**config.mk**
```make
export PLATFORM = sky130hd
export DESIGN_NAME = in_fsm
export DESIGN_NICKNAME = d
export VERILOG_FILES = /design/src/rtl/in_fsm.sv
export SDC_FILE = /design/constraint.sdc
export NUM_CORES = 1
export LEC_CHECK = 0
export BUFFER_PORTS_ARGS = -buffer_cell sky130_fd_sc_hd__clkbuf_2
export CORE_UTILIZATION = 57
export CTS_CLUSTER_DIAMETER = 40
export DETAILED_ROUTE_END_ITERATION = 8
export PLACE_DENSITY = 0.75
export RECOVER_POWER = 100
export SLEW_MARGIN = 5
export SYNTH_ARGS = -nofsm -noshare
export SYNTH_HDL_FRONTEND = slang
export SYNTH_SLANG_ARGS = --single-unit
```
**constraint.sdc**
```tcl
create_clock -name clk_phy -period 2.95 [get_ports clk_phy]
set_input_delay 0.1475 -clock clk_phy [delete_from_list [all_inputs] [get_ports clk_phy]]
set_output_delay 0.1475 -clock clk_phy [all_outputs]
set_load 0.03 [all_outputs]
```
**src/rtl/in_fsm.sv**
```systemverilog
// Receive-side nibble-to-byte framer: preamble/SFD hunt, 24-bit control block, payload bytes.
// Optional CRC-32 frame check is compiled in with IN_FSM_CRC_EN.
module in_fsm #(
  parameter int MIN_PREAMBLE = 2,
  parameter int MAX_BYTES    = 1518,
  parameter int SEQ_W        = 8
) (
  input  logic             clk_phy,
  input  logic             rst_n,
  input  logic [3:0]       data_in,
  input  logic             data_valid,
  output logic [7:0]       data_out,
  output logic             data_out_valid,
  output logic [23:0]      ctrl_block_out,
  output logic             ctrl_valid,
  output logic             frame_done,
  output logic             frame_ok,
  output logic [SEQ_W-1:0] frame_seq_out
);

  localparam int CNT_W = $clog2(MAX_BYTES + 1);
  localparam logic [3:0] MIN_P = 4'(MIN_PREAMBLE);

  typedef enum logic [2:0] {IDLE, PREAMBLE, CTRL, PAYLOAD, DRAIN} state_t;

  state_t           state;
  logic [3:0]       pre_cnt;
  logic [3:0]       low_nib;
  logic             half;
  logic [CNT_W-1:0] byte_cnt;
  logic [15:0]      ctrl_sr;

  logic [7:0] full_byte;
  logic       byte_over;
  logic       in_frame;
  logic       sfd_hit;
  logic       byte_done;
  logic       frame_good;

  assign full_byte = {data_in, low_nib};
  // the byte being completed would be number MAX_BYTES+1
  assign byte_over = (byte_cnt == CNT_W'(MAX_BYTES));
  assign in_frame  = (state == CTRL) || (state == PAYLOAD);
  assign sfd_hit   = (state == PREAMBLE) && data_valid && (data_in == 4'hD) && (pre_cnt >= MIN_P);
  assign byte_done = in_frame && data_valid && half && !byte_over;

`ifdef IN_FSM_CRC_EN
  logic [31:0] crc;

  function automatic logic [31:0] crc32_byte(input logic [31:0] c, input logic [7:0] d);
    logic [31:0] r;
    r = c ^ {24'h000000, d};
    for (int i = 0; i < 8; i++) begin
      r = r[0] ? ((r >> 1) ^ 32'hEDB88320) : (r >> 1);
    end
    return r;
  endfunction

  always_ff @(posedge clk_phy or negedge rst_n) begin
    if (!rst_n) begin
      crc <= 32'hFFFFFFFF;
    end else if (sfd_hit) begin
      crc <= 32'hFFFFFFFF;
    end else if (byte_done) begin
      crc <= crc32_byte(crc, full_byte);
    end
  end

  // residue over data+FCS, and at least 4 payload bytes behind the control block
  assign frame_good = (crc == 32'hDEBB20E3) && (byte_cnt >= CNT_W'(7));
`else
  assign frame_good = 1'b1;
`endif

  always_ff @(posedge clk_phy or negedge rst_n) begin
    if (!rst_n) begin
      state          <= IDLE;
      pre_cnt        <= 4'd0;
      low_nib        <= 4'd0;
      half           <= 1'b0;
      byte_cnt       <= '0;
      ctrl_sr        <= 16'h0000;
      data_out       <= 8'h00;
      data_out_valid <= 1'b0;
      ctrl_block_out <= 24'h000000;
      ctrl_valid     <= 1'b0;
      frame_done     <= 1'b0;
      frame_ok       <= 1'b0;
      frame_seq_out  <= '0;
    end else begin
      data_out_valid <= 1'b0;
      ctrl_valid     <= 1'b0;
      frame_done     <= 1'b0;
      case (state)
        IDLE: begin
          if (data_valid) begin
            if (data_in == 4'h5) begin
              state   <= PREAMBLE;
              pre_cnt <= 4'd1;
            end else begin
              state <= DRAIN;
            end
          end
        end
        PREAMBLE: begin
          if (!data_valid) begin
            state <= IDLE;
          end else if (data_in == 4'h5) begin
            if (pre_cnt != 4'hF) pre_cnt <= pre_cnt + 4'd1;
          end else if (sfd_hit) begin
            state    <= CTRL;
            half     <= 1'b0;
            byte_cnt <= '0;
          end else begin
            state <= DRAIN;
          end
        end
        CTRL, PAYLOAD: begin
          if (!data_valid) begin
            frame_done <= 1'b1;
            state      <= IDLE;
            if ((state == PAYLOAD) && !half && frame_good) begin
              frame_ok      <= 1'b1;
              frame_seq_out <= frame_seq_out + 1'b1;
            end else begin
              frame_ok <= 1'b0;
            end
          end else if (!half) begin
            low_nib <= data_in;
            half    <= 1'b1;
          end else if (byte_over) begin
            frame_done <= 1'b1;
            frame_ok   <= 1'b0;
            state      <= DRAIN;
          end else begin
            half     <= 1'b0;
            byte_cnt <= byte_cnt + 1'b1;
            if (state == PAYLOAD) begin
              data_out       <= full_byte;
              data_out_valid <= 1'b1;
            end else if (byte_cnt == CNT_W'(2)) begin
              ctrl_block_out <= {ctrl_sr, full_byte};
              ctrl_valid     <= 1'b1;
              state          <= PAYLOAD;
            end else begin
              ctrl_sr <= {ctrl_sr[7:0], full_byte};
            end
          end
        end
        DRAIN: begin
          if (!data_valid) state <= IDLE;
        end
        default: state <= IDLE;
      endcase
    end
  end

endmodule

```
==> metrics.yaml <==
route:
  drt_wl_total_mm: 6.61
  viasPerCell: 5.73
  drtIter0Drc: 91
  drt_pass1_iterations: 4
  drc: 0
  ant_nets: 0
  detail_route.wl_per_cell_um: 15.5
  vias: 2448
pwr:
  vdd_drop_max_mv: 0.360
  power.leakage_uw: 0.00202
  power_density_mw_per_mm2: 525
floorplanning:
  row_count: 29
  initial_utilization_pct: 59.5
  die_area_mm2: 0.00700
  io_pins: 51
  die_h_um: 83.7
  core_mm2: 0.00639
  die_w_um: 83.7
clock_tree:
  cts_tree: "done"
  cts_buffers: 9
  cts-root-buf: "clkbuf_8"
  insertion_delay_ns: 0.36
  cts_setup_buffers: 0
  clk_pin_slew_worst_paths_ns: 0.08
  clk_path_buf_depth: 2
  htreeDepth: 3
  clock_sinks: 83
  cts.repair.resized: 0
run_status:
  violations: "max-capacitance violations, max-slew violations"
  outcome: "complete, but fails checks"
setup_path:
  start_kind: "flip-flop"
  cp_data_arrival_time_ns: 2.74
  end_kind: "flip-flop"
  critPathMaxFanout: 25
  worstPathRequired_ns: 3.18
  crit_type: "flip-flop to flip-flop"
flow_run:
  max-cap-violations: 1
cells_and_area:
  mostFrequentLayoutCells: "83 x dfrtp_1, 47 x clkbuf_1, 31 x mux2_2, 24 x mux2_1, 15 x nand2_1"
  areaGrowthSynthToFinish_pct: 9.35
  fin_util_pct: 65.1
  fin_nets: 357
  drive_gt1_share_pct: 16.3
  diodes: 0
  final_common_cell: "dfrtp_1"
global_routing:
  grt_pass1_vias: 2281
  grt_max_degree: 84
  antenna_found_initial: 0
  grtUsageTotal_pct: 20.9
  globalRouteOverflowTotal: 0
  grt_pass1_wl_mm: 11.3
logic_synthesis:
  syn-instance-count: 290
  syn_area_per_cell_um2: 13.1
  yosys_most_used_dff: "dfrtp_1"
  synth_top_area_share_pct: 54.7
  synth_area_leaders: "dfrtp_1 55%, mux2_2 9.2%, mux2_4 7.5%"
  synth_seq_cells: 83
  async_flop_share_pct: 100
  yosysWarnings: 0
  synth.distinct_cells: 54
  syn_area_mm2: 0.00380
  synth_top_area_cell: "dfrtp_1"
  yosysSeqAreaShare_pct: 54.7
  synth_edf_count: 0
  syn-num-nets: 302
place:
  portBuffers: 50
  dpl.hpwl_mm: 4.51
  gp_congestion: 0.859
timing:
  max_freq_mhz: 399
  worstMarginPinSlew_ns: 1.94
  min_period_over_period_pct: 84.9
  fin_skew_ns: 0.0125
  rsz0062_at_grt: "no"
  layout_min_cycle_time_ns: 2.50
  totalNegativeSetupSlack_ns: 0
  slew-limit-headroom_pct: -29.2
  finalHoldViolCount: 0
  slew_violations: 84
  setup_viol: 0
worst_hold_path:
  min_path_type: "input port to flip-flop"
-- area by class of cell --
| cell class | count | area (um^2) |
|---|---|---|
| Fill cell | 512 | 2230 |
| Sequential cell | 83 | 2080 |
| Multi-Input combinational cell | 190 | 1520 |
| Timing Repair Buffer | 54 | 221 |
| Clock buffer | 12 | 145 |
| Tap cell | 77 | 96.3 |
| Clock inverter | 4 | 73.8 |
| Inverter | 7 | 26.3 |
-- cells in the mapped netlist, drive strengths merged, types with 2 or more instances --
master,instances
a21oi,11
a22o,2
a31oi,6
a41oi,2
and2,3
and3,5
and3b,2
and4,2
buf,7
clkbuf,3
dfrtp,83
ha,5
inv,7
mux2,55
nand2,15
nand2b,4
nand3,8
nand3b,3
nand4,8
nor2,8
nor2b,2
nor3,4
nor4,2
nor4bb,2
o211ai,2
o21a,2
o21ai,7
o22ai,2
o31ai,2
or2,2
or4,3
xnor2,7
-- logic make-up after synthesis --
family	Yosys count	synth area share, %
buffers and inverters	17	3.19
xor gates and xnor gates	8	1.84
AOI/OAI and AO/OA	43	7.31
muxes	56	18.4
adders and majority gates	5	1.65
and+or+nand+nor	78	12.9
DFF	83	54.7
-- flip-flops by register name, indices dropped and copies added (netlist names) --
register / flops
byte_cnt: 11
ctrl_block_out: 24
ctrl_sr: 16
ctrl_valid: 1
data_out: 8
data_out_valid: 1
frame_done: 1
frame_ok: 1
frame_seq_out: 8
half: 1
low_nib: 4
pre_cnt: 4
state: 3
-- per-stage QoR --
| step | power [uW] | instance area [um^2] | hold WS (ns) | setup slack, ns | std cells |
|---|---|---|---|---|---|
| detailed placement | 1320 | 4080 | 0.380 | 0.525 | 410 |
| global placement | 1320 | 4080 | 0.383 | 0.627 | 410 |
| floorplan | 1270 | 3800 | -0.148 | 0.847 | 290 |
| finish | 2180 | 4160 | 0.0916 | 0.447 | 427 |
| CTS | 2210 | 4310 | 0.0974 | 0.506 | 427 |
| global route | 2280 | 4160 | 0.0937 | 0.347 | 427 |
-- layer usage --
layer	vias to the layer above	track usage [%]	share of wire, %
li1	1170	-	-
met1	1201	28.5	47
met2	69	31.5	47
met3	8	6.92	5.4
met4	0	7.40	1.1
met5	-	0	0
-- critical path, stage by stage, from the launching register on --
cell	delay, ns
dfrtp_1	0.43
inv_1	0.07
ha_1	0.16
or3b_1	0.39
nor3_1	0.42
or4_1	0.21
buf_4	0.31
mux2_2	0.39
-- final timing paths --
path / start / to / slack [ns] / cells after the start
max: byte_cnt[0]$_DFFE_PN0P_ / ctrl_block_out[11]$_DFFE_PN0P_ / 0.45 / 7
min: data_in[0] / ctrl_block_out[4]$_DFFE_PN0P_ / 0.09 / 2
max reg2reg: byte_cnt[0]$_DFFE_PN0P_ / ctrl_block_out[11]$_DFFE_PN0P_ / 0.45 / 7
min reg2reg: frame_seq_out[7]$_DFFE_PN0P_ / frame_seq_out[7]$_DFFE_PN0P_ / 0.47 / 1
max in group asynchronous: rst_n / half$_DFFE_PN0P_ / 0.93 / 2
min in group asynchronous: rst_n / ctrl_block_out[22]$_DFFE_PN0P_ / 0.87 / 2
-- report_power, final --
group | switching [uW] | internal (uW)
logic | 62.7 | 52.5
registers | 32.2 | 1150
clock network | 384 | 501
total | 479 | 1700
-- repair_timing --
| item | CTS | global route |
|---|---|---|
| setup endpoints to repair | 0 | 0 |
| hold endpoints to repair | 40 | 0 |
| hold buffers | 1 | 0 |
No activity file was read; power rests on OpenSTA's default activity.
